`src/rtl/pwm_reg_reader.sv`:
```
// -----------------------------------------------------------------------------
// pwm_reg_reader
//
// SPI-side readback responder for the PWM configuration registers. It listens
// to the same receive byte stream as the register writer and follows the
// writer's command framing, so that the four payload bytes of a write are never
// decoded as commands. A read opcode (RD_OPCODE_BASE + index, index 1..6)
// snapshots the selected 32-bit register. The snapshot is then handed to the
// SPI slave's transmit path one byte per received byte, LSB first. The byte
// order matches the write framing, so "write N, read N" returns the same bytes.
//
// Ports
//   i_Clk          in   1   clock, single domain
//   i_Rst          in   1   synchronous, active-high reset
//   o_RX_DV        in   1   one-cycle pulse: o_RX_Byte is valid
//   o_RX_Byte      in   8   byte received on MOSI
//   counter_value  in  32   register index 1
//   prescaler      in  32   register index 2
//   duty_cycle_1   in  32   register index 3
//   duty_cycle_2   in  32   register index 4
//   duty_cycle_3   in  32   register index 5
//   enable_pwm     in   1   register index 6, read as {31'b0, enable_pwm}
//   i_TX_DV        out  1   one-cycle pulse: load i_TX_Byte for the next MISO byte
//   i_TX_Byte      out  8   registered byte for MISO; holds between pulses
//   o_Rd_Busy      out  1   high while a read frame is being returned
// -----------------------------------------------------------------------------
module pwm_reg_reader #(
    parameter logic [7:0] RD_OPCODE_BASE = 8'h80
) (
    input  logic        i_Clk,
    input  logic        i_Rst,
    input  logic        o_RX_DV,
    input  logic [7:0]  o_RX_Byte,
    input  logic [31:0] counter_value,
    input  logic [31:0] prescaler,
    input  logic [31:0] duty_cycle_1,
    input  logic [31:0] duty_cycle_2,
    input  logic [31:0] duty_cycle_3,
    input  logic        enable_pwm,
    output logic        i_TX_DV,
    output logic [7:0]  i_TX_Byte,
    output logic        o_Rd_Busy
);

    typedef enum logic [1:0] {
        IDLE = 2'd0,
        SKIP = 2'd1,
        SEND = 2'd2
    } state_t;

    state_t      state_q, state_d;
    logic [1:0]  cnt_q, cnt_d;
    logic [31:0] shadow_q, shadow_d;
    logic        tx_dv_q, tx_dv_d;
    logic [7:0]  tx_byte_q, tx_byte_d;

    // Read opcode decode: the offset from the base selects the register.
    logic [7:0]  rd_index;
    logic        rd_valid;
    logic [31:0] rd_value;

    assign rd_index = o_RX_Byte - RD_OPCODE_BASE;

    always_comb begin
        rd_valid = 1'b1;
        rd_value = 32'h0;
        case (rd_index)
            8'd1:    rd_value = counter_value;
            8'd2:    rd_value = prescaler;
            8'd3:    rd_value = duty_cycle_1;
            8'd4:    rd_value = duty_cycle_2;
            8'd5:    rd_value = duty_cycle_3;
            8'd6:    rd_value = {31'b0, enable_pwm};
            default: rd_valid = 1'b0;
        endcase
    end

    // NOTE: every signal driven here gets a default first, so no path can
    // leave one unassigned and infer a latch.
    always_comb begin
        state_d   = state_q;
        cnt_d     = cnt_q;
        shadow_d  = shadow_q;
        tx_dv_d   = 1'b0;
        tx_byte_d = tx_byte_q;

        if (o_RX_DV) begin
            unique case (state_q)
                IDLE: begin
                    if (o_RX_Byte >= 8'h01 && o_RX_Byte <= 8'h05) begin
                        // Write command: its four payload bytes belong to the writer.
                        state_d = SKIP;
                        cnt_d   = 2'd0;
                    end else if (o_RX_Byte == 8'h06 || o_RX_Byte == 8'h07) begin
                        // Single-byte enable/disable commands carry no payload.
                        state_d = IDLE;
                    end else if (rd_valid) begin
                        shadow_d  = rd_value;
                        state_d   = SEND;
                        cnt_d     = 2'd1;
                        tx_dv_d   = 1'b1;
                        tx_byte_d = rd_value[7:0];
                    end
                end

                SKIP: begin
                    if (cnt_q == 2'd3) begin
                        state_d = IDLE;
                        cnt_d   = 2'd0;
                    end else begin
                        cnt_d = cnt_q + 2'd1;
                    end
                end

                SEND: begin
                    tx_dv_d = 1'b1;
                    // cnt wraps 3 -> 0 after the MSB; 0 marks the trailing filler byte.
                    case (cnt_q)
                        2'd1:    tx_byte_d = shadow_q[15:8];
                        2'd2:    tx_byte_d = shadow_q[23:16];
                        2'd3:    tx_byte_d = shadow_q[31:24];
                        default: tx_byte_d = 8'h00;
                    endcase
                    if (cnt_q == 2'd0) begin
                        state_d = IDLE;
                    end else begin
                        cnt_d = cnt_q + 2'd1;
                    end
                end

                default: begin
                    state_d = IDLE;
                    cnt_d   = 2'd0;
                end
            endcase
        end
    end

    // NOTE: sequential state uses non-blocking assignments so every register
    // samples the pre-edge values, independent of statement order.
    always_ff @(posedge i_Clk) begin
        if (i_Rst) begin
            state_q   <= IDLE;
            cnt_q     <= 2'd0;
            shadow_q  <= 32'h0;
            tx_dv_q   <= 1'b0;
            tx_byte_q <= 8'h00;
        end else begin
            state_q   <= state_d;
            cnt_q     <= cnt_d;
            shadow_q  <= shadow_d;
            tx_dv_q   <= tx_dv_d;
            tx_byte_q <= tx_byte_d;
        end
    end

    assign i_TX_DV   = tx_dv_q;
    assign i_TX_Byte = tx_byte_q;
    assign o_Rd_Busy = (state_q == SEND);

endmodule

```
`config.mk`:
```
export PLATFORM = sky130hd
export DESIGN_NAME = pwm_reg_reader
export DESIGN_NICKNAME = d
export VERILOG_FILES = /design/src/rtl/pwm_reg_reader.sv
export SDC_FILE = /design/constraint.sdc
export NUM_CORES = 1
export LEC_CHECK = 0
export BUFFER_PORTS_ARGS = -buffer_cell sky130_fd_sc_hd__buf_2
export CAP_MARGIN = 20
export CORE_MARGIN = 2
export CORE_UTILIZATION = 40
export CTS_CLUSTER_SIZE = 24
export DETAILED_ROUTE_END_ITERATION = 8
export PLACE_DENSITY = 0.8
export SLEW_MARGIN = 20
export SYNTH_ARGS = -nofsm -noshare
export SYNTH_HDL_FRONTEND = slang
export SYNTH_SLANG_ARGS = --single-unit
```
`constraint.sdc`:
```
create_clock -name i_Clk -period 2.17 [get_ports i_Clk]
set_input_delay 0.217 -clock i_Clk [delete_from_list [all_inputs] [get_ports i_Clk]]
set_output_delay 0.217 -clock i_Clk [all_outputs]
set_load 0.02 [all_outputs]
```
After elaboration in Yosys (flattened, before gate mapping)
Cells that the tools add are included.
Operators by class
  add/sub/neg operators: 2
  order comparisons: 2
  eq/ne operators: 22
  muxes and demuxes: 23
  bitwise logic cells: 3
  reduce and logical (&&, ||, !) cells: 11
Operators with widths (number)
  $pmux W32 S6: 1
  $eq A8 B3 Y1 const B: 5
  $mux W8: 3
  $pmux W8 S3: 1
  $mux W2: 10
  $eq A8 B2 Y1 const B: 2
  $pmux W8 S2: 1
  $pmux W2 S3: 2
  $ne A2 B2 Y1 const B: 5
  $reduce_and A5 Y1: 2
  $eq A8 B1 Y1 const B: 1
  $ge A8 B1 Y1 const B: 1
  $le A8 B3 Y1 const B: 1
  $reduce_and A4 Y1: 2
  $sub A8 B8 Y8 const B: 1
  $eq A2 B2 Y1 const B: 3
  $ne A3 B3 Y1 const B: 2
  $reduce_or A6 Y1: 1
  $eq A2 B1 Y1 const B: 2
  $logic_not A2 Y1: 2
  $mux W1: 4
  $ne A4 B4 Y1 const B: 1
  $not A1 Y1: 3
  $add A2 B1 Y2 const B: 1
  6 further kinds: 6
Storage, ports and cells
  bits in registers: 45
  input port bits: 172
  word-level logic and storage cells: 68

Depth between registers and ports, before layout
Gate-level depths: netlist of the first run.
  depth in word-level cells: 8
  depth in mapped cells: 7
  gate-level depth less buffers: 6

Worst setup path before layout of the first run
No wires, ideal clock.
  path type: register to register
  start: register cnt_q[0]
  end: register tx_byte_q[0], in the netlist i_TX_Byte[0]
  library setup time: 0.095 ns
  data arrival time: 1.629 ns
  required time: 2.075 ns
  slack: 0.445 ns
  cell stages (with the launch flop): 8
  clock period less this slack: 1.725 ns
  cell sequence: dfxtp_1 inv_1 ha_1 or3b_2 buf_1 nor2_1 nor3_1 a221oi_1
Between the ends
  word-level cells in the longest chain between the ends: 3
  elaborated cells on any way between the ends: 5
  classes of those cells: 3 x eq/ne; 2 x mux
Ends and longest elaborated chain
  from (decl): RTL line 52  | logic [1:0] cnt_q, cnt_d;
  from (signal assigned): RTL line 150  | cnt_q <= cnt_d;
  $eq A2 B2 Y1 or $eq A2 B1 Y1 (tied branches): RTL line 118  | case (cnt_q)
  $pmux W8 S3 *: RTL line 118
  $pmux W8 S2 *: RTL line 88  | unique case (state_q)
  to (signal assigned): RTL line 153  | tx_byte_q <= tx_byte_d;
  to (decl): RTL line 55  | logic [7:0] tx_byte_q, tx_byte_d;
Mark *: on every way between the ends. The rest lies on a longest branch, timed or not.
A chain may end at the register's enable or synchronous reset.

Worst setup path after layout of the first run
  start: register cnt_q[0]
  end: register tx_byte_q[2], in the netlist i_TX_Byte[2]
Same word-level chain as after synthesis.

==> results_dict.tcl, run 1 <==
set metrics [dict create \
    ir_drop_mv 0.248 \
    finalCritPeriodShare_pct 89.6 \
    route.detailed.wl_per_inst_um 15.8 \
    finalPower_mw 1.75 \
    diodes_inserted 0 \
    synth.top_cells.by_area "sky130_fd_sc_hd__dfxtp_1 25%, sky130_fd_sc_hd__mux2i_1 14%, sky130_fd_sc_hd__mux2_2 9.4%" \
    drc 0 \
    timing.final.setup_violations 0 \
    wl_um 9380 \
    cts_setup_buffers 0 \
    worstPathMaxFanout 8 \
    layout_setup_ws_ns 0.227 \
    synth-edff-count 0 \
    floorplan.die_area_mm2 0.00816 \
    grt_overflow_total 0 \
    worst_setup_ep "i_TX_Byte[2]" \
    grt_antenna_before_repair 0 \
    core_region_area_mm2 0.00725 \
    post-place-cells 587 \
    num_vias 3311 \
    grt_first_pass_wirelength_um 15200 \
    row_count 31 \
    cts.hold.buffers_added 0 \
    worst-endpoint-arrival_ns 2.14 \
    routed_via_density 5.56 \
    maxClockFrequency_mhz 515 \
    timing.critical_path.to_type "flop" \
    outcome "complete, no violations" \
    power.static_leakage_nw 1.84 \
    drv_slew 0 \
    synth_sequential_area_ratio_pct 24.8 \
    globalplace.congestion 0.816 \
    globalRouteTotalUtil_pct 22.7 \
    cts_tree "yes" \
    dr.pass1.iters 5 \
    place_ws_ns 0.0619 \
    worst_ep_required_time_ns 2.36 \
    min_path_type "in2reg" \
    power.density_cell_area_mw_per_mm2 437 \
    finalClockSkew_ns 0.00462 \
    synth_warnings 0 \
    cts.path.max_buffers 2 \
    startpoint_to_endpoint_class_of_the_critical_path "reg2reg" \
    synth_top_area_share_pct 24.8 \
    finalHoldViolCount 0 \
    start_kind "flop" \
    share_of_cells_above_drive_strength_1_pct 47.0 \
    critical_path.startpoint "cnt_q[0]" \
    worstReg2RegStart "cnt_q[0]" \
    first_iter_violations 152 \
    start_util_pct 41.1 \
    die_w_um 90.3 \
    cts_repair_resize_count 0 \
    syn-mean-instance-area_um2 8.87 \
    number_of_filler_cells_placed_in_the_layout 686 \
    worst-r2r-setup-slack_ns 0.23 \
    biggest_area_consumer_among_synthesized_cells "sky130_fd_sc_hd__dfxtp_1" \
    fin_cells 595 \
    grt_max_degree 47 \
    clock_sinks 37 \
    clockRootBuffer "sky130_fd_sc_hd__clkbuf_8" \
    post_dp_hpwl_um 7360 \
    area_growth_synth_to_finish_pct 34.4 \
    ant_nets 0 \
    max_cap_violations 0 \
    postSynthNetCount 512 \
    die_h_um 90.3 \
    yosys_most_used_dff "sky130_fd_sc_hd__dfxtp_1" \
    final.hold.worst_slack_ns 0.261 \
    yosys_register_bits 37 \
    timing.reg2reg.worst_path_depth 6 \
    yosys.cell_types.count 45 \
    async_reset_ff_share_pct 0 \
    path_clk_slew_ns 0.07 \
    worst_skew_pair.late_latency_ns 0.30 \
    worstMarginPinSlew_ns 1.07 \
    via_count_of_the_first_global_routing_pass 3261 \
    totalNegativeSetupSlack_ns 0 \
    relSlewSlack_pct 28.3 \
    io_pins 182 \
    cts_htree_levels 2 \
    fin_crit_ns 1.94 \
    rsz_0062_raised_after_global_routing "no" \
    timing.rr.end "i_TX_Byte[2]" \
    port_buffers 181 \
    layout.nets 671 \
    timing.hold.worst_path_depth 2 \
    synthesis.area_mm2 0.00298 \
    cts_inserted_buffers 5 \
    synthesis.instances 336 \
]
[placed cells by master, fill, tap and decap left out, types with 3 or more instances in the layout]
| cell type | count |
|---|---|
| sky130_fd_sc_hd__a211oi_1 | 7 |
| sky130_fd_sc_hd__a21oi_1 | 11 |
| sky130_fd_sc_hd__a221oi_1 | 8 |
| sky130_fd_sc_hd__a222oi_1 | 8 |
| sky130_fd_sc_hd__a22o_1 | 24 |
| sky130_fd_sc_hd__a22oi_1 | 24 |
| sky130_fd_sc_hd__buf_2 | 180 |
| sky130_fd_sc_hd__buf_4 | 10 |
| sky130_fd_sc_hd__clkbuf_8 | 5 |
| sky130_fd_sc_hd__dfxtp_1 | 37 |
| sky130_fd_sc_hd__ha_1 | 4 |
| sky130_fd_sc_hd__inv_1 | 15 |
| sky130_fd_sc_hd__mux2_2 | 25 |
| sky130_fd_sc_hd__mux2i_1 | 41 |
| sky130_fd_sc_hd__nand2_1 | 3 |
| sky130_fd_sc_hd__nand2b_1 | 3 |
| sky130_fd_sc_hd__nand3_1 | 3 |
| sky130_fd_sc_hd__nor2_1 | 20 |
| sky130_fd_sc_hd__nor3_1 | 8 |
| sky130_fd_sc_hd__o211ai_1 | 7 |
| sky130_fd_sc_hd__o22ai_1 | 24 |
[flip-flops by register name (all words and copies together) (netlist names)]
signal and cells:
i_TX_Byte 8, shadow_q 24, cnt_q 2, state_q 2, i_TX_DV 1
[synth_stat cells (all sizes together), types with 2 or more instances]
cell type and count:
a221oi 8, a21oi 11, mux2i 41, nand3 3
clkbuf 13, a222oi 8, ha 4, buf 25
o22ai 24, a41oi 2, and4 2, nand2b 3
mux2 25, nor2b 3, nor2 20, or3b 2
a22oi 24, dfxtp 37, inv 15, nand2 3
a31oi 2, a22o 24, nor3 8, a211oi 7
o211ai 7, o21ai 3
[metal layers]
| metal | routed length, um | vias to the layer above | track usage, % | share of wire, % |
|---|---|---|---|---|
| met5 | 0 | - | 0 | 0 |
| met4 | 136 | 0 | 5.90 | 1.4 |
| met3 | 755 | 13 | 4.51 | 8.0 |
| met2 | 4560 | 167 | 39.8 | 49 |
| met1 | 3930 | 1492 | 28.4 | 42 |
| li1 | - | 1639 | - | - |
[area by class of cell]
type | instances | area [um^2] | share of cell area (%)
timing repair buffer | 190 | 976 | 24.4
tap | 99 | 124 | 3.09
clock buffer | 6 | 72.6 | 1.81
sequential | 37 | 741 | 18.5
inverter | 15 | 56.3 | 1.40
clock inverter | 2 | 38.8 | 0.968
multi-input combinational | 246 | 2000 | 49.9
[metrics by stage]
step	util [%]	cell area (um^2)
after floorplan	-	2980
after global placement	53.7	3900
after detailed placement	53.7	3900
after CTS	55.3	4010
after global routing	55.3	4010
final	55.3	4010
[power breakdown]
group / total [mW] / switching (mW) / internal (mW)
Sequential: 0.689 / 0.00507 / 0.684
Combinational: 0.467 / 0.219 / 0.247
Clock: 0.596 / 0.251 / 0.345
[worst min path at each step]
| stage | from | end | slack (ns) |
|---|---|---|---|
| 2_1_floorplan | i_Rst | i_TX_Byte[0] | 0.30 |
| 5_1_grt | i_Rst | state_q[1] | 0.30 |
| 4_1_cts | i_Rst | i_TX_DV | 0.26 |
| 3_5_place_dp | i_TX_Byte[3] | i_TX_Byte[3] | 0.46 |
| 6_report | i_Rst | i_TX_DV | 0.26 |
| 3_3_place_gp | i_TX_Byte[3] | i_TX_Byte[3] | 0.46 |
[cell families after synthesis]
| family | count (synthesis) | synth area share (%) |
|---|---|---|
| AOI/OAI and AO/OA | 125 | 32.4 |
| muxes | 66 | 23.2 |
| buffers and inverters | 53 | 8.18 |
| and+or+nand+nor | 50 | 9.40 |
| DFF | 37 | 24.8 |
| adders and majority gates | 4 | 1.68 |
| xor gates and xnor gates | 1 | 0.294 |
[critical path: stages (launching register included)]
cell and delay, ns:
sky130_fd_sc_hd__dfxtp_1 0.43, sky130_fd_sc_hd__inv_1 0.11, sky130_fd_sc_hd__ha_1 0.25, sky130_fd_sc_hd__or3b_2 0.54, sky130_fd_sc_hd__nor2_1 0.15, sky130_fd_sc_hd__nor3_1 0.07, sky130_fd_sc_hd__a221oi_1 0.30
Power figures use the tool's default switching activity.
==> run 2, diff against run 1 <==
PLACE_DENSITY = 0.75   (was 0.8)
==> run 2 against run 1 <==
Net effect:
- clock power about the same
- core utilization is 0.17 points higher
- power about the same
- hold slack improved by 0.0090 ns
- setup slack gained 0.077 ns
- sequential share of layout area shrank 0.058 points
- register-to-register slack improved by 0.08 ns
- sequential cell count did not move
- design area increased by 0.31%
- count of clock-buffer cells in the layout is the same
- routed wire length is 0.87% lower
- critical path depth unchanged
- highest routed layer unchanged
==> results_dict.tcl, run 2 (synthesized netlist as in run 1, its figures left out) <==
set metrics [dict create \
    number_of_filler_cells_placed_in_the_layout 685 \
    start_util_pct 41.1 \
    post_dp_hpwl_um 7330 \
    outcome "complete, no violations" \
    maxClockFrequency_mhz 536 \
    grt_first_pass_wirelength_um 15000 \
    startpoint_to_endpoint_class_of_the_critical_path "reg2reg" \
    fin_crit_ns 1.87 \
    max_cap_violations 0 \
    via_count_of_the_first_global_routing_pass 3249 \
    wl_um 9300 \
    top_register "shadow_q" \
    rsz_0062_raised_after_global_routing "no" \
    worst_setup_ep "i_TX_Byte[2]" \
    ir_drop_mv 0.265 \
    cts.hold.buffers_added 0 \
    dr.pass1.iters 5 \
    timing.critical_path.to_type "flop" \
    ant_nets 0 \
    clockRootBuffer "sky130_fd_sc_hd__clkbuf_8" \
    power.density_cell_area_mw_per_mm2 436 \
    cts_htree_levels 2 \
    relSlewSlack_pct 35.6 \
    drc 0 \
    cts_setup_buffers 0 \
    critical_path.startpoint "cnt_q[0]" \
    min_path_type "in2reg" \
    num_vias 3338 \
    power.static_leakage_nw 1.85 \
    grt_overflow_total 0 \
    finalClockSkew_ns 0.00578 \
    globalRouteTotalUtil_pct 22.2 \
    core_region_area_mm2 0.00725 \
    row_count 31 \
    totalNegativeSetupSlack_ns 0 \
    first_iter_violations 107 \
    design_area_mm2 0.00402 \
    io_pins 182 \
    route.detailed.wl_per_inst_um 15.6 \
    die_h_um 90.3 \
    clock_sinks 37 \
    port_buffers 181 \
    cts_repair_resize_count 0 \
    die_w_um 90.3 \
    worst_skew_pair.late_latency_ns 0.30 \
    post-place-cells 587 \
    grt_max_degree 47 \
    start_kind "flop" \
    cts_tree "yes" \
    routed_via_density 5.61 \
    worstMarginPinSlew_ns 0.962 \
    worst_ep_required_time_ns 2.37 \
    worst-r2r-setup-slack_ns 0.30 \
    grt_antenna_before_repair 0 \
    area_growth_synth_to_finish_pct 34.8 \
    place_area_mm2 0.00391 \
    fin_cells 595 \
    layout.nets 671 \
    finalCritPeriodShare_pct 86.0 \
    cts.path.max_buffers 2 \
    path_clk_slew_ns 0.08 \
    drv_slew 0 \
    timing.rr.end "i_TX_Byte[2]" \
    worst-endpoint-arrival_ns 2.07 \
    diodes_inserted 0 \
    timing.reg2reg.worst_path_depth 6 \
    floorplan.die_area_mm2 0.00816 \
    globalplace.congestion 0.833 \
    largest_register_ff_count 24 \
    cts_inserted_buffers 5 \
    worstPathMaxFanout 8 \
    timing.final.setup_violations 0 \
    worstReg2RegStart "cnt_q[0]" \
    share_of_cells_above_drive_strength_1_pct 47.0 \
    layout.cells.most_common_list "180 x sky130_fd_sc_hd__buf_2, 41 x sky130_fd_sc_hd__mux2i_1, 37 x sky130_fd_sc_hd__dfxtp_1" \
    most_common_cell_after_layout_fill_and_taps_aside "sky130_fd_sc_hd__buf_2" \
    finalHoldViolCount 0 \
]
-- run 2: changes by cell type in the layout (fill, tap and decap cells not counted) --
cell and change:
sky130_fd_sc_hd__buf_4 -1, sky130_fd_sc_hd__buf_12 +1
-- run 2: worst max-delay path: stages (launching register included) --
cell and delay (ns):
sky130_fd_sc_hd__dfxtp_1 0.42, sky130_fd_sc_hd__inv_1 0.10, sky130_fd_sc_hd__ha_1 0.23, sky130_fd_sc_hd__or3b_2 0.53, sky130_fd_sc_hd__nor2_1 0.15, sky130_fd_sc_hd__nor3_1 0.08
sky130_fd_sc_hd__a221oi_1 0.27
-- run 2: worst min-delay path by stage --
stage / from / end / slack (ns) / depth (start not counted)
2_1_floorplan: i_Rst / i_TX_Byte[0] / 0.30 / 1
3_3_place_gp: i_TX_Byte[4] / i_TX_Byte[4] / 0.46 / 2
3_5_place_dp: i_TX_Byte[2] / i_TX_Byte[2] / 0.46 / 2
4_1_cts: i_Rst / state_q[0] / 0.27 / 2
5_1_grt: i_Rst / state_q[0] / 0.29 / 2
6_report: i_Rst / state_q[0] / 0.27 / 2
-- run 2: area by class of cell --
| cell class | count | area, um^2 | area share, % |
|---|---|---|---|
| Multi-Input combinational cell | 246 | 2000 | 49.7 |
| Timing Repair Buffer | 190 | 988 | 24.6 |
| Sequential cell | 37 | 741 | 18.4 |
| Tap cell | 99 | 124 | 3.08 |
| Clock buffer | 6 | 72.6 | 1.81 |
| Inverter | 15 | 56.3 | 1.40 |
| Clock inverter | 2 | 38.8 | 0.965 |
-- run 2: per-stage QoR --
step                      hold WS [ns]  worst slack, ns  power (mW)  util, %
after floorplan                  0.296            0.445       0.962        -
after global placement           0.457            0.150        1.16     53.9
after detailed placement         0.462           0.0974        1.17     53.9
after CTS                        0.265            0.299        1.76     55.4
after global routing             0.292            0.180        1.85     55.4
final                            0.270            0.303        1.75     55.4
-- run 2: metal layers --
layer / part of all wire, % / track usage (%)
met5: 0 / 0
met4: 1.2 / 5.77
met3: 6.6 / 3.59
met2: 49 / 38.3
met1: 44 / 28.9
-- run 2: where the power goes --
group	total, mW	leakage (nW)	internal [mW]	switching [mW]
combinational	0.469	1.49	0.250	0.219
clock	0.594	0.0554	0.345	0.249
sequential	0.689	0.298	0.684	0.00512
==> run 3, diff against run 2 <==
REMOVE_ABC_BUFFERS = 1   (was unset)
==> run 3 against run 2 <==
Net effect:
- combinational power fell by 2%
- global-route usage fell by 0.55 points
- setup slack improved by 0.017 ns
- critical path type unchanged
- largest cell class unchanged
==> results_dict.tcl, run 3 (synthesized netlist as in run 1, its figures left out) <==
set metrics [dict create \
    power.static_leakage_nw 1.85 \
    layout.cells.most_common_list "180 x sky130_fd_sc_hd__buf_2, 41 x sky130_fd_sc_hd__mux2i_1, 37 x sky130_fd_sc_hd__dfxtp_1" \
    layout.nets 671 \
    finalClockSkew_ns 0.0112 \
    fin_crit_ns 1.85 \
    finalHoldViolCount 0 \
    path_clk_slew_ns 0.08 \
    cts_inserted_buffers 5 \
    routed_via_density 5.47 \
    place_ws_ns 0.0692 \
    first_iter_violations 209 \
    floorplan.die_area_mm2 0.00816 \
    diodes_inserted 0 \
    power.density_cell_area_mw_per_mm2 442 \
    number_of_filler_cells_placed_in_the_layout 716 \
    port_buffers 181 \
    clock_sinks 37 \
    startpoint_to_endpoint_class_of_the_critical_path "reg2reg" \
    io_pins 182 \
    worstMarginPinSlew_ns 0.924 \
    grt_first_pass_wirelength_um 14600 \
    largest_register_ff_count 24 \
    ant_nets 0 \
    timing.final.setup_violations 0 \
    relSlewSlack_pct 38.1 \
    ir_drop_mv 0.270 \
    cts_setup_buffers 0 \
    via_count_of_the_first_global_routing_pass 3142 \
    top_register "shadow_q" \
    globalplace.congestion 0.838 \
    num_vias 3257 \
    globalRouteTotalUtil_pct 21.7 \
    grt_antenna_before_repair 0 \
    route.detailed.wl_per_inst_um 15.2 \
    totalNegativeSetupSlack_ns 0 \
    finalCritPeriodShare_pct 85.3 \
    grt_overflow_total 0 \
    design_area_mm2 0.00402 \
    cts_repair_resize_count 0 \
    cts.path.max_buffers 2 \
    layout_setup_ws_ns 0.320 \
    maxClockFrequency_mhz 541 \
    post_dp_hpwl_um 7050 \
    share_of_cells_above_drive_strength_1_pct 47.2 \
    worst_ep_required_time_ns 2.37 \
    place_area_mm2 0.00390 \
    register_area_um2 741 \
    worstPathMaxFanout 8 \
    dr.pass1.iters 6 \
    max_cap_violations 0 \
    wl_um 9070 \
    die_h_um 90.3 \
    cts_tree "yes" \
    outcome "complete, no violations" \
    worst_skew_pair.late_latency_ns 0.30 \
    drv_slew 0 \
    start_kind "flop" \
    most_common_cell_after_layout_fill_and_taps_aside "sky130_fd_sc_hd__buf_2" \
    clockRootBuffer "sky130_fd_sc_hd__clkbuf_8" \
    core_region_area_mm2 0.00725 \
    multi_input_gate_area_in_the_final_layout_mm2 0.00200 \
    row_count 31 \
    start_util_pct 41.1 \
    cts.hold.buffers_added 0 \
    timing.critical_path.to_type "flop" \
    die_w_um 90.3 \
    min_path_type "in2reg" \
    area_growth_synth_to_finish_pct 34.7 \
    rsz_0062_raised_after_global_routing "no" \
    cts_htree_levels 2 \
    grt_max_degree 42 \
    drc 0 \
    worst-endpoint-arrival_ns 2.05 \
]
[run 3: cell count changes in the layout (fill, tap and decap cells not counted)]
| cell | previous run | this run |
|---|---|---|
| sky130_fd_sc_hd__buf_12 | 1 | 0 |
| sky130_fd_sc_hd__clkbuf_8 | 5 | 6 |
| sky130_fd_sc_hd__buf_4 | 9 | 10 |
| sky130_fd_sc_hd__clkbuf_1 | 1 | 0 |
| sky130_fd_sc_hd__clkinv_4 | 1 | 0 |
| sky130_fd_sc_hd__clkinvlp_4 | 0 | 1 |
[run 3: path summary, 6_finish.rpt]
path / slack, ns / startpoint / to / depth (start not counted)
hold / removal: 0.27 / i_Rst / i_TX_DV / 2
setup reg to reg: 0.32 / cnt_q[0] / i_TX_Byte[0] / 6
hold reg to reg: 0.47 / i_TX_Byte[2] / i_TX_Byte[2] / 2
setup / recovery: 0.32 / cnt_q[0] / i_TX_Byte[0] / 6
[run 3: stage by stage]
step | hold WS [ns] | util, % | power (mW) | instances
final | 0.268 | 55.4 | 1.78 | 595
after global routing | 0.284 | 55.4 | 1.87 | 595
after CTS | 0.260 | 55.4 | 1.79 | 595
after detailed placement | 0.458 | 53.7 | 1.16 | 587
after global placement | 0.453 | 53.7 | 1.16 | 587
after floorplan | 0.289 | - | 0.906 | 298
[run 3: layout make-up]
type | instances | area share, %
Multi-Input combinational cell | 246 | 49.8
Timing Repair Buffer | 190 | 24.3
Sequential cell | 37 | 18.4
Tap cell | 99 | 3.08
Clock buffer | 6 | 2.06
Inverter | 15 | 1.40
Clock inverter | 2 | 0.935
[run 3: power by group]
group | internal (mW) | leakage, nW | switching, mW
Combinational | 0.246 | 1.49 | 0.214
Sequential | 0.684 | 0.298 | 0.00473
Clock | 0.374 | 0.0574 | 0.255
Total | 1.30 | 1.85 | 0.473
[run 3: worst max-delay path: stages, from the launching register on]
cell	delay [ns]
sky130_fd_sc_hd__dfxtp_1	0.41
sky130_fd_sc_hd__inv_1	0.09
sky130_fd_sc_hd__ha_1	0.22
sky130_fd_sc_hd__or3b_2	0.53
sky130_fd_sc_hd__nor2_1	0.14
sky130_fd_sc_hd__nor3_1	0.07
sky130_fd_sc_hd__a221oi_1	0.28
[run 3: routing by layer]
layer | GRT usage (%) | share of wire, %
met1 | 26.8 | 42
met2 | 38.7 | 49
met3 | 4.09 | 7.6
met4 | 5.38 | 0.99
met5 | 0 | 0
